--- src/rtl/spi_m_pkg.sv ---
// Shared types and constants for the spi_m SPI Mode 1 master.
// Optional feature macro: SPI_M_FRAME_CLOSE_EN (adds the CLOSE_H/CLOSE_L states).
package spi_pkg;

    localparam int   SPI_DATA_W    = 8;
    localparam logic SPI_IDLE_SS   = 1'b1;
    localparam logic SPI_IDLE_SCLK = 1'b0;

    typedef enum logic [2:0] {
        ST_IDLE,
        ST_LEAD,
        ST_HIGH,
        ST_LOW,
`ifdef SPI_M_FRAME_CLOSE_EN
        ST_CLOSE_H,
        ST_CLOSE_L,
`endif
        ST_TRAIL
    } spi_m_state_t;

endpackage

--- src/rtl/spi_m_if.sv ---
// Bus bundle between the spi_m controller side (master modport) and its
// user/responder side (slave modport).
interface spi_m_if
    import spi_pkg::*;
#(
    parameter int DATA_W = SPI_DATA_W
);
    logic              start;
    logic [DATA_W-1:0] tx_data;
    logic              busy;
    logic              done;
    logic [DATA_W-1:0] rx_data;
    logic              sclk;
    logic              mosi;
    logic              miso;
    logic              ss;

    modport master (
        input  start, tx_data, miso,
        output busy, done, rx_data, sclk, mosi, ss
    );

    modport slave (
        output start, tx_data, miso,
        input  busy, done, rx_data, sclk, mosi, ss
    );
endinterface

--- src/rtl/spi_m_tick.sv ---
// Half-period down-counter for spi_m: tick is high when the count has
// expired; reload restarts a CLK_DIV-cycle interval.
module spi_m_tick
    import spi_pkg::*;
#(
    parameter int CLK_DIV = 4
) (
    input  logic clk,
    input  logic rst,
    input  logic reload,
    output logic tick
);
    localparam int CW = $clog2(CLK_DIV + 1);
    localparam logic [CW-1:0] LOAD = CW'(CLK_DIV - 1);

    logic [CW-1:0] cnt_q, cnt_d;

    // Next count: reload wins, otherwise count down and stop at zero.
    always_comb begin
        cnt_d = cnt_q;
        if (reload) begin
            cnt_d = LOAD;
        end else if (cnt_q != '0) begin
            cnt_d = cnt_q - 1'b1;
        end
    end

    // Counter register.
    always_ff @(posedge clk) begin
        if (rst) begin
            cnt_q <= '0;
        end else begin
            cnt_q <= cnt_d;
        end
    end

    assign tick = (cnt_q == '0);
endmodule

--- src/rtl/spi_m.sv ---
// SPI Mode 1 (CPOL=0, CPHA=1) master, MSB first, sclk from a half-period divider.
// Optional feature macro: SPI_M_FRAME_CLOSE_EN appends one extra sclk pulse per frame.
module spi_m
    import spi_pkg::*;
#(
    parameter int CLK_DIV = 4,
    parameter int DATA_W  = SPI_DATA_W
) (
    input logic    clk,
    input logic    rst,
    spi_m_if.master bus
);
    localparam int BW = $clog2(DATA_W + 1);

    spi_m_state_t      state_q, state_d;
    logic [DATA_W-1:0] tx_sh_q, tx_sh_d;
    logic [DATA_W-1:0] rx_sh_q, rx_sh_d;
    logic [DATA_W-1:0] rx_q, rx_d;
    logic [BW-1:0]     bit_q, bit_d;
    logic              sclk_q, sclk_d;
    logic              ss_q, ss_d;
    logic              mosi_q, mosi_d;
    logic              busy_q, busy_d;
    logic              done_q, done_d;
    logic              tick, reload, rise;

    spi_m_tick #(.CLK_DIV(CLK_DIV)) u_tick (
        .clk    (clk),
        .rst    (rst),
        .reload (reload),
        .tick   (tick)
    );

    // Next-state and pin logic; every state lasts one divider interval.
    always_comb begin
        state_d = state_q;
        tx_sh_d = tx_sh_q;
        rx_sh_d = rx_sh_q;
        rx_d    = rx_q;
        bit_d   = bit_q;
        sclk_d  = sclk_q;
        ss_d    = ss_q;
        mosi_d  = mosi_q;
        busy_d  = busy_q;
        done_d  = 1'b0;
        reload  = 1'b0;
        rise    = 1'b0;
        case (state_q)
            ST_IDLE: begin
                if (bus.start) begin
                    tx_sh_d = bus.tx_data;
                    bit_d   = BW'(DATA_W);
                    ss_d    = 1'b0;
                    busy_d  = 1'b1;
                    reload  = 1'b1;
                    state_d = ST_LEAD;
                end
            end
            ST_LEAD: begin
                if (tick) begin
                    rise    = 1'b1;
                    state_d = ST_HIGH;
                end
            end
            ST_HIGH: begin
                if (tick) begin
                    reload  = 1'b1;
                    sclk_d  = 1'b0;
                    rx_sh_d = {rx_sh_q[DATA_W-2:0], bus.miso};
                    bit_d   = bit_q - 1'b1;
                    state_d = ST_LOW;
                end
            end
            ST_LOW: begin
                if (tick) begin
                    reload = 1'b1;
                    if (bit_q != '0) begin
                        rise    = 1'b1;
                        state_d = ST_HIGH;
                    end else begin
`ifdef SPI_M_FRAME_CLOSE_EN
                        sclk_d  = 1'b1;
                        state_d = ST_CLOSE_H;
`else
                        state_d = ST_TRAIL;
`endif
                    end
                end
            end
`ifdef SPI_M_FRAME_CLOSE_EN
            ST_CLOSE_H: begin
                if (tick) begin
                    reload  = 1'b1;
                    sclk_d  = 1'b0;
                    state_d = ST_CLOSE_L;
                end
            end
            ST_CLOSE_L: begin
                if (tick) begin
                    reload  = 1'b1;
                    state_d = ST_TRAIL;
                end
            end
`endif
            ST_TRAIL: begin
                if (tick) begin
                    ss_d    = SPI_IDLE_SS;
                    busy_d  = 1'b0;
                    done_d  = 1'b1;
                    rx_d    = rx_sh_q;
                    state_d = ST_IDLE;
                end
            end
            default: state_d = ST_IDLE;
        endcase
        // Shared sclk rising-edge action from LEAD and LOW.
        if (rise) begin
            reload  = 1'b1;
            sclk_d  = 1'b1;
            mosi_d  = tx_sh_q[DATA_W-1];
            tx_sh_d = {tx_sh_q[DATA_W-2:0], 1'b0};
        end
    end

    // State and output registers; reset aborts any frame in progress.
    always_ff @(posedge clk) begin
        if (rst) begin
            state_q <= ST_IDLE;
            tx_sh_q <= '0;
            rx_sh_q <= '0;
            rx_q    <= '0;
            bit_q   <= '0;
            sclk_q  <= SPI_IDLE_SCLK;
            ss_q    <= SPI_IDLE_SS;
            mosi_q  <= 1'b0;
            busy_q  <= 1'b0;
            done_q  <= 1'b0;
        end else begin
            state_q <= state_d;
            tx_sh_q <= tx_sh_d;
            rx_sh_q <= rx_sh_d;
            rx_q    <= rx_d;
            bit_q   <= bit_d;
            sclk_q  <= sclk_d;
            ss_q    <= ss_d;
            mosi_q  <= mosi_d;
            busy_q  <= busy_d;
            done_q  <= done_d;
        end
    end

    assign bus.sclk    = sclk_q;
    assign bus.ss      = ss_q;
    assign bus.mosi    = mosi_q;
    assign bus.busy    = busy_q;
    assign bus.done    = done_q;
    assign bus.rx_data = rx_q;
endmodule
--- src/flat_wrapper.sv ---
// flat-port wrapper written by rule: the top's interface ports become plain ports
module spi_m_flat import spi_pkg::*;
#(
    parameter int CLK_DIV = 4,
    parameter int DATA_W  = SPI_DATA_W
)
  (clk, rst, bus_start, bus_tx_data, bus_miso, bus_busy, bus_done, bus_rx_data, bus_sclk, bus_mosi, bus_ss);
  spi_m_if #(.DATA_W(DATA_W)) bus_i ();
  input logic clk;
  input logic rst;
  input wire logic [$bits(bus_i.start)-1:0] bus_start;
  input wire logic [$bits(bus_i.tx_data)-1:0] bus_tx_data;
  input wire logic [$bits(bus_i.miso)-1:0] bus_miso;
  output wire logic [$bits(bus_i.busy)-1:0] bus_busy;
  output wire logic [$bits(bus_i.done)-1:0] bus_done;
  output wire logic [$bits(bus_i.rx_data)-1:0] bus_rx_data;
  output wire logic [$bits(bus_i.sclk)-1:0] bus_sclk;
  output wire logic [$bits(bus_i.mosi)-1:0] bus_mosi;
  output wire logic [$bits(bus_i.ss)-1:0] bus_ss;
  assign bus_i.start = bus_start;
  assign bus_i.tx_data = bus_tx_data;
  assign bus_i.miso = bus_miso;
  assign bus_busy = bus_i.busy;
  assign bus_done = bus_i.done;
  assign bus_rx_data = bus_i.rx_data;
  assign bus_sclk = bus_i.sclk;
  assign bus_mosi = bus_i.mosi;
  assign bus_ss = bus_i.ss;
  spi_m #(.CLK_DIV(CLK_DIV), .DATA_W(DATA_W)) u_core (.clk(clk), .rst(rst), .bus(bus_i));
endmodule
--- config.mk ---
export PLATFORM = sky130hd
export DESIGN_NAME = spi_m_flat
export DESIGN_NICKNAME = d
export VERILOG_FILES = /design/src/rtl/spi_m_pkg.sv /design/src/rtl/spi_m_if.sv /design/src/rtl/spi_m_tick.sv /design/src/rtl/spi_m.sv /design/src/flat_wrapper.sv
export SDC_FILE = /design/constraint.sdc
export NUM_CORES = 1
export LEC_CHECK = 0
export BUFFER_PORTS_ARGS = -buffer_cell sky130_fd_sc_hd__buf_2
export CORE_ASPECT_RATIO = 1.4
export CORE_UTILIZATION = 40
export DETAILED_ROUTE_END_ITERATION = 16
export PLACE_DENSITY = 0.57
export SYNTH_ARGS = -nofsm -noshare
export SYNTH_HDL_FRONTEND = slang
export SYNTH_SLANG_ARGS = --single-unit
export TNS_END_PERCENT = 10
--- constraint.sdc ---
create_clock -name clk -period 5.08 [get_ports clk]
set_input_delay 0.762 -clock clk [delete_from_list [all_inputs] [get_ports clk]]
set_output_delay 0.762 -clock clk [all_outputs]
set_load 0.02 [all_outputs]
## Yosys cells after proc, flatten, opt, wreduce, memory -nomap -nowiden

Cells that the tools add are included.

| storage, ports and cells | value |
|---|---|
| register bits | 39 |
| bits in latches | 0 |
| RAM bits | 0 |
| bits in read-only memories | 0 |
| output and inout bits | 13 |
| memories | 0 |

| operators by class | value |
|---|---|
| add/subtract/negate cells | 2 |
| multiply operators | 0 |
| div/mod/pow operators | 0 |
| order comparisons | 0 |
| eq/ne operators | 9 |
| shift-type cells | 0 |
| multiplexer cells | 30 |
| bitwise logic cells | 1 |
| reduce and logical (&&, ||, !) cells | 23 |

Operators by type and width:

| operator | count |
|---|---|
| 8-bit two-way mux | 3 |
| 3-bit two-way mux | 6 |
| 3-bit one-hot mux with 5 select lines | 1 |
| 2-bit nonzero test | 7 |
| 1-bit two-way mux | 11 |
| 2-bit AND reduction | 5 |
| 4-bit two-way mux | 2 |
| 2-bit by 1-bit inequality test with 1-bit output, second input constant | 4 |
| 1-bit one-hot mux with 2 select lines | 4 |
| 4-bit one-hot mux with 2 select lines | 1 |
| 2-bit OR reduction | 4 |
| 3-bit by 2-bit == test with 1-bit output, second input constant | 2 |
| 3-bit zero test | 2 |
| 3-bit AND reduction | 2 |
| 5-bit AND reduction | 1 |
| 2-bit two-way mux | 2 |
| 4-bit nonzero test | 1 |
| 4-bit by 1-bit subtractor with 4-bit output, second input constant | 1 |
| 3-bit by 1-bit == test with 1-bit output, second input constant | 1 |
| 3-bit == test, second input constant | 1 |
| 3-bit nonzero test | 1 |
| 3-bit by 1-bit subtractor with 3-bit output, second input constant | 1 |
| 2-bit inequality test, second input constant | 1 |
| 1-bit NOT | 1 |

## Logic depth before layout (Yosys ltp)

| logic depth | value |
|---|---|
| depth in word-level cells | 6 |
| mapped depth | 7 |

## By module

A second synthesis with hierarchy kept.

| second synthesis, totals | value |
|---|---|
| cells, all modules | 199 |
| area, all modules | 1677.9 µm² |

Modules (own cells, without submodules):

| module | times used | cells an instance | area each (µm²) |
|---|---|---|---|
| spi_m | 1 | 181 | 1502.7 |
| spi_m_tick | 1 | 18 | 175.2 |

## Worst setup path after synthesis

OpenSTA, ideal clock, no wires.

| timing | value |
|---|---|
| kind | input to register |
| start point | in bus_start |
| end point | reg u_core.bit_q[2] |
| setup time | 0.116 ns |
| arrival time | 1.662 ns |
| required time | 4.964 ns |
| setup slack | 3.302 ns |
| stages on the path | 5 |
| path buffers | 1 |
| path through | or4b_1 > buf_2 > nand3b_1 > a21oi_1 > a31o_1 |

| on the way | value |
|---|---|
| cells in the longest elaborated chain, start to end | 2 |

Ends and longest elaborated chain:

| what | RTL line | RTL |
|---|---|---|
| start, declared | flat_wrapper.sv:11 | `input wire logic [$bits(bus_i.start)-1:0] bus_start;` |
| 2-bit inequality test (no source line) | - |  |
| 3-bit AND reduction (no source line) | - |  |
| end signal, assigned | spi_m.sv:143 | `bit_q <= bit_d;` |
| end, declared | spi_m.sv:19 | `logic [BW-1:0] bit_q, bit_d;` |

Every way passes these cells.
A chain may end at the register's enable or synchronous reset.

## Worst setup path in the final report

| timing | value |
|---|---|
| start point | reg u_core.bit_q[0] |
| end point | reg u_core.tx_sh_q[1] |

| on the way | value |
|---|---|
| cells in the longest elaborated chain, start to end | 6 |
| elaborated cells between the ends (all ways) | 8 |

Ends and longest elaborated chain:

| what | RTL line | RTL |
|---|---|---|
| 4-bit nonzero test * | spi_m.sv:77 | `if (bit_q != '0) begin` |
| 1-bit two-way mux * | spi_m.sv:77 |  |
| 1-bit two-way mux * | spi_m.sv:75 | `if (tick) begin` |
| 1-bit one-hot mux with 2 select lines * | spi_m.sv:48 | `case (state_q)` |
| 2-bit nonzero test (no source line) | - |  |
| 2-bit AND reduction (no source line) | - |  |
| end signal, assigned | spi_m.sv:140 | `tx_sh_q <= tx_sh_d;` |
| end, declared | spi_m.sv:16 | `logic [DATA_W-1:0] tx_sh_q, tx_sh_d;` |

Mark *: on every way between the ends. The rest lies on a longest branch, timed or not.

==> insert_results.sql <==
INSERT INTO impl_metrics (metric_group, metric, value, unit) VALUES
('clock_network', 'post-cts-setup-buffers', '0', ''),
('pwr', 'power.share.sequential', '49.1', '%'),
('sta', 'max_freq', '501', 'MHz'),
('setup_path', 'kind_of_start_point_of_the_critical_path', 'flip-flop', ''),
('setup_path', 'cp.arrival', '2120', 'ps'),
('finish', 'insertedDiodeCount', '0', ''),
('pwr', 'pwr_density_cell', '395', 'nW/um2'),
('sta', 'post-route-worst-setup-slack', '3080', 'ps'),
('finish', 'fin_util', '47.1', '%'),
('sta', 'worstMarginPinSlew', '748', 'ps'),
('sta', 'grt_setup_unrepaired', 'no', ''),
('sta', 'report.final.slew_viol_count', '0', ''),
('clock_network', 'max-clock-path-buffers', '2', ''),
('logic_synthesis', 'postSynthAreaPerCell', '8.98', 'um2'),
('pwr', 'switching_share', '30.5', '%'),
('pwr', 'static_power_due_to_leakage', '0.833', 'nW'),
('logic_synthesis', 'netlist_top_cells_count', 'dfxtp_1 (39), nand2_1 (35), nor2_1 (26), a21oi_1 (13), mux2i_1 (13)', ''),
('sta', 'min_period', '2000', 'ps'),
('floorplan', 'placeableCoreArea', '3950', 'um2'),
('placement', 'placement.setup.worst_slack', '3050', 'ps'),
('setup_path', 'crit_slowest_cell', 'or3_1', ''),
('setup_path', 'critical_path.cell_chain', 'inv_1 -> ha_1 -> and4bb_1 -> or3_1 -> nor2_1 -> a311oi_2', ''),
('logic_synthesis', 'synth_nets', '200', ''),
('routing', 'detail_route.first_pass.iterations', '4', ''),
('clock_network', 'ctsResizeCount', '0', ''),
('logic_synthesis', 'yosysTopAreaCell', 'dfxtp_1', ''),
('setup_path', 'r2r_cells', '6', ''),
('placement', 'post-dp-hpwl', '2130', 'um'),
('routing', 'routed_wire_per_std_cell', '12.6', 'um'),
('sta', 'finalClockSkew', '3.37', 'ps'),
('logic_synthesis', 'post-synth-top-area-fraction', '47.2', '%'),
('placement', 'port-buffer-count', '24', ''),
('setup_path', 'critical_path.max_stage_delay', '680', 'ps'),
('routing', 'route.detailed.drc', '0', ''),
('setup_path', 'critical_path_depth', '6', ''),
('logic_synthesis', 'synth_enable_flop_cells', '0', ''),
('logic_synthesis', 'synth_cell_types', '30', ''),
('sta', 'final-hold-violation-count', '0', ''),
('floorplan', 'initial_core_utilization', '41.8', '%'),
('hold_path', 'hp-class', 'reg -> reg', ''),
('routing', 'route.detailed.vias_per_inst', '5.31', ''),
('pwr', 'combinationalPowerShare', '22.9', '%'),
('logic_synthesis', 'yosysSeqAreaShare', '47.2', '%'),
('global_routing', 'grt_pass1_wl', '5580', 'um'),
('setup_path', 'critical_path.endpoint', 'u_core.tx_sh_q[1]', ''),
('floorplan', 'floorplan.die.height', '78.1', 'um'),
('pwr', 'clock_power_share', '28.0', '%'),
('routing', 'drt-initial-drc-count', '53', ''),
('setup_path', 'path_class', 'reg -> reg', ''),
('floorplan', 'die_area', '4400', 'um2'),
('global_routing', 'grt_max_degree', '41', ''),
('pwr', 'totalPowerFinal', '0.735', 'mW'),
('setup_path', 'startpoint_of_the_worst_setup_timing_path', 'u_core.bit_q[0]', ''),
('pwr', 'power.ir.vdd_worst', '250', 'uV'),
('setup_path', 'crit_end_element', 'flip-flop', ''),
('sta', 'setup-tns-final', '0', 'ps'),
('sta', 'worst_hold_slack', '456', 'ps'),
('status', 'outcome', 'completed', ''),
('sta', 'post_route_clock_period_utilization', '39.3', '%'),
('setup_path', 'timing.critical_path.fanout_max', '19', ''),
('pwr', 'power_report.internal_total', '0.510', 'mW'),
('finish', 'final_nets', '221', ''),
('global_routing', 'grt_total_ovfl', '0', ''),
('logic_synthesis', 'async_flop_share', '0', '%'),
('sta', 'timing.max_slew.rel_slack', '50.2', '%'),
('clock_network', 'ctsHoldBuffers', '0', ''),
('clock_network', 'clk_latency', '280', 'ps'),
('floorplan', 'rows', '27', ''),
('sta', 'final-setup-viol-count', '0', ''),
('setup_path', 'r2r_end', 'u_core.tx_sh_q[1]', ''),
('global_routing', 'groute.usage.overall', '16.3', '%');
## per-stage QoR
step | instances | cell area (um2)
after floorplan | 184 | 1650
after global placement | 241 | 1770
after detailed placement | 241 | 1770
after CTS | 248 | 1860
after global routing | 248 | 1860
final | 248 | 1860
## power by group through the flow
stage          Combinational [mW]  Sequential [mW]  Clock (mW)
2_1_floorplan               0.134            0.367           0
3_3_place_gp                0.163            0.366           0
3_5_place_dp                0.169            0.367           0
4_1_cts                     0.171            0.361       0.218
5_1_grt                     0.193            0.365       0.225
6_report                    0.168            0.361       0.206
## worst min path at each step
stage                                 start                end  slack, ps
after CTS                   u_core.bus.sclk    u_core.bus.sclk        460
after floorplan           u_core.rx_sh_q[7]  u_core.rx_sh_q[7]        440
final                       u_core.bus.sclk    u_core.bus.sclk        460
after global placement      u_core.bus.sclk    u_core.bus.sclk        450
after global routing      u_core.rx_sh_q[7]  u_core.rx_sh_q[7]        490
after detailed placement    u_core.bus.sclk    u_core.bus.sclk        450
## layout make-up
class                      instances  area, um2  share of cell area, %
multi-input combinational        128        786                   42.2
clock buffer                       6       82.6                   4.44
sequential                        39        781                   41.9
tap                               43       53.8                   2.89
timing repair buffer              26        135                   7.26
clock inverter                     1       5.00                  0.269
inverter                           5       18.8                   1.01
## routing by layer
| layer | track usage (%) | up-vias | part of all wire (%) |
|---|---|---|---|
| met5 | 0 | - | 0 |
| met4 | 8.78 | 0 | 2.0 |
| met3 | 2.97 | 5 | 2.8 |
| met2 | 29.8 | 26 | 51 |
| met1 | 17.5 | 620 | 44 |
| li1 | - | 666 | - |
## sequential cells by signal, summed over array words and instances, names as in the netlist
signal / flops
u_core.tx_sh_q: 8
u_core.u_tick.cnt_q: 3
u_core.rx_sh_q: 8
u_core.bus.mosi: 1
u_core.bus.rx_data: 8
u_core.bus.sclk: 1
u_core.state_q: 3
u_core.bus.ss: 1
u_core.bus.busy: 1
u_core.bit_q: 4
u_core.bus.done: 1
## layout by cell type (no fill, tap or decap)
master    instances
a21oi_1          13
a211oi_1          1
or3_1             2
a31o_1            1
a31oi_1           3
clkbuf_8          6
o21bai_1          1
buf_2            24
nand2b_1          2
dfxtp_1          39
nor4_1            1
mux2i_1          13
nor4b_2           1
nor3_1            6
inv_1             4
a32oi_1           1
buf_4             2
or4b_1            1
nand3_1           1
nand3b_1          2
o21ai_0           3
a311oi_2          7
ha_1              4
a311oi_1          1
nand2_1          35
and4bb_1          1
nor2_1           26
inv_2             1
clkinv_2          1
nor2b_1           2
## worst reg2reg max path, cell delays in order, from the launching register on
cell	delay, ps
dfxtp_1	330
inv_1	80
ha_1	200
and4bb_1	220
or3_1	680
nor2_1	250
a311oi_2	80
## logic make-up after synthesis
group                    after synthesis  synth area share (%)
AND/OR/NAND/NOR                       80                  21.8
flip-flops                            39                  47.2
adder cells (fa/ha/maj)                4                  3.03
AO/OA/AOI/OAI                         31                  14.8
buffers and inverters                 17                  5.22
multiplexers                          13                  7.87
(Power assumes the default switching activity.)
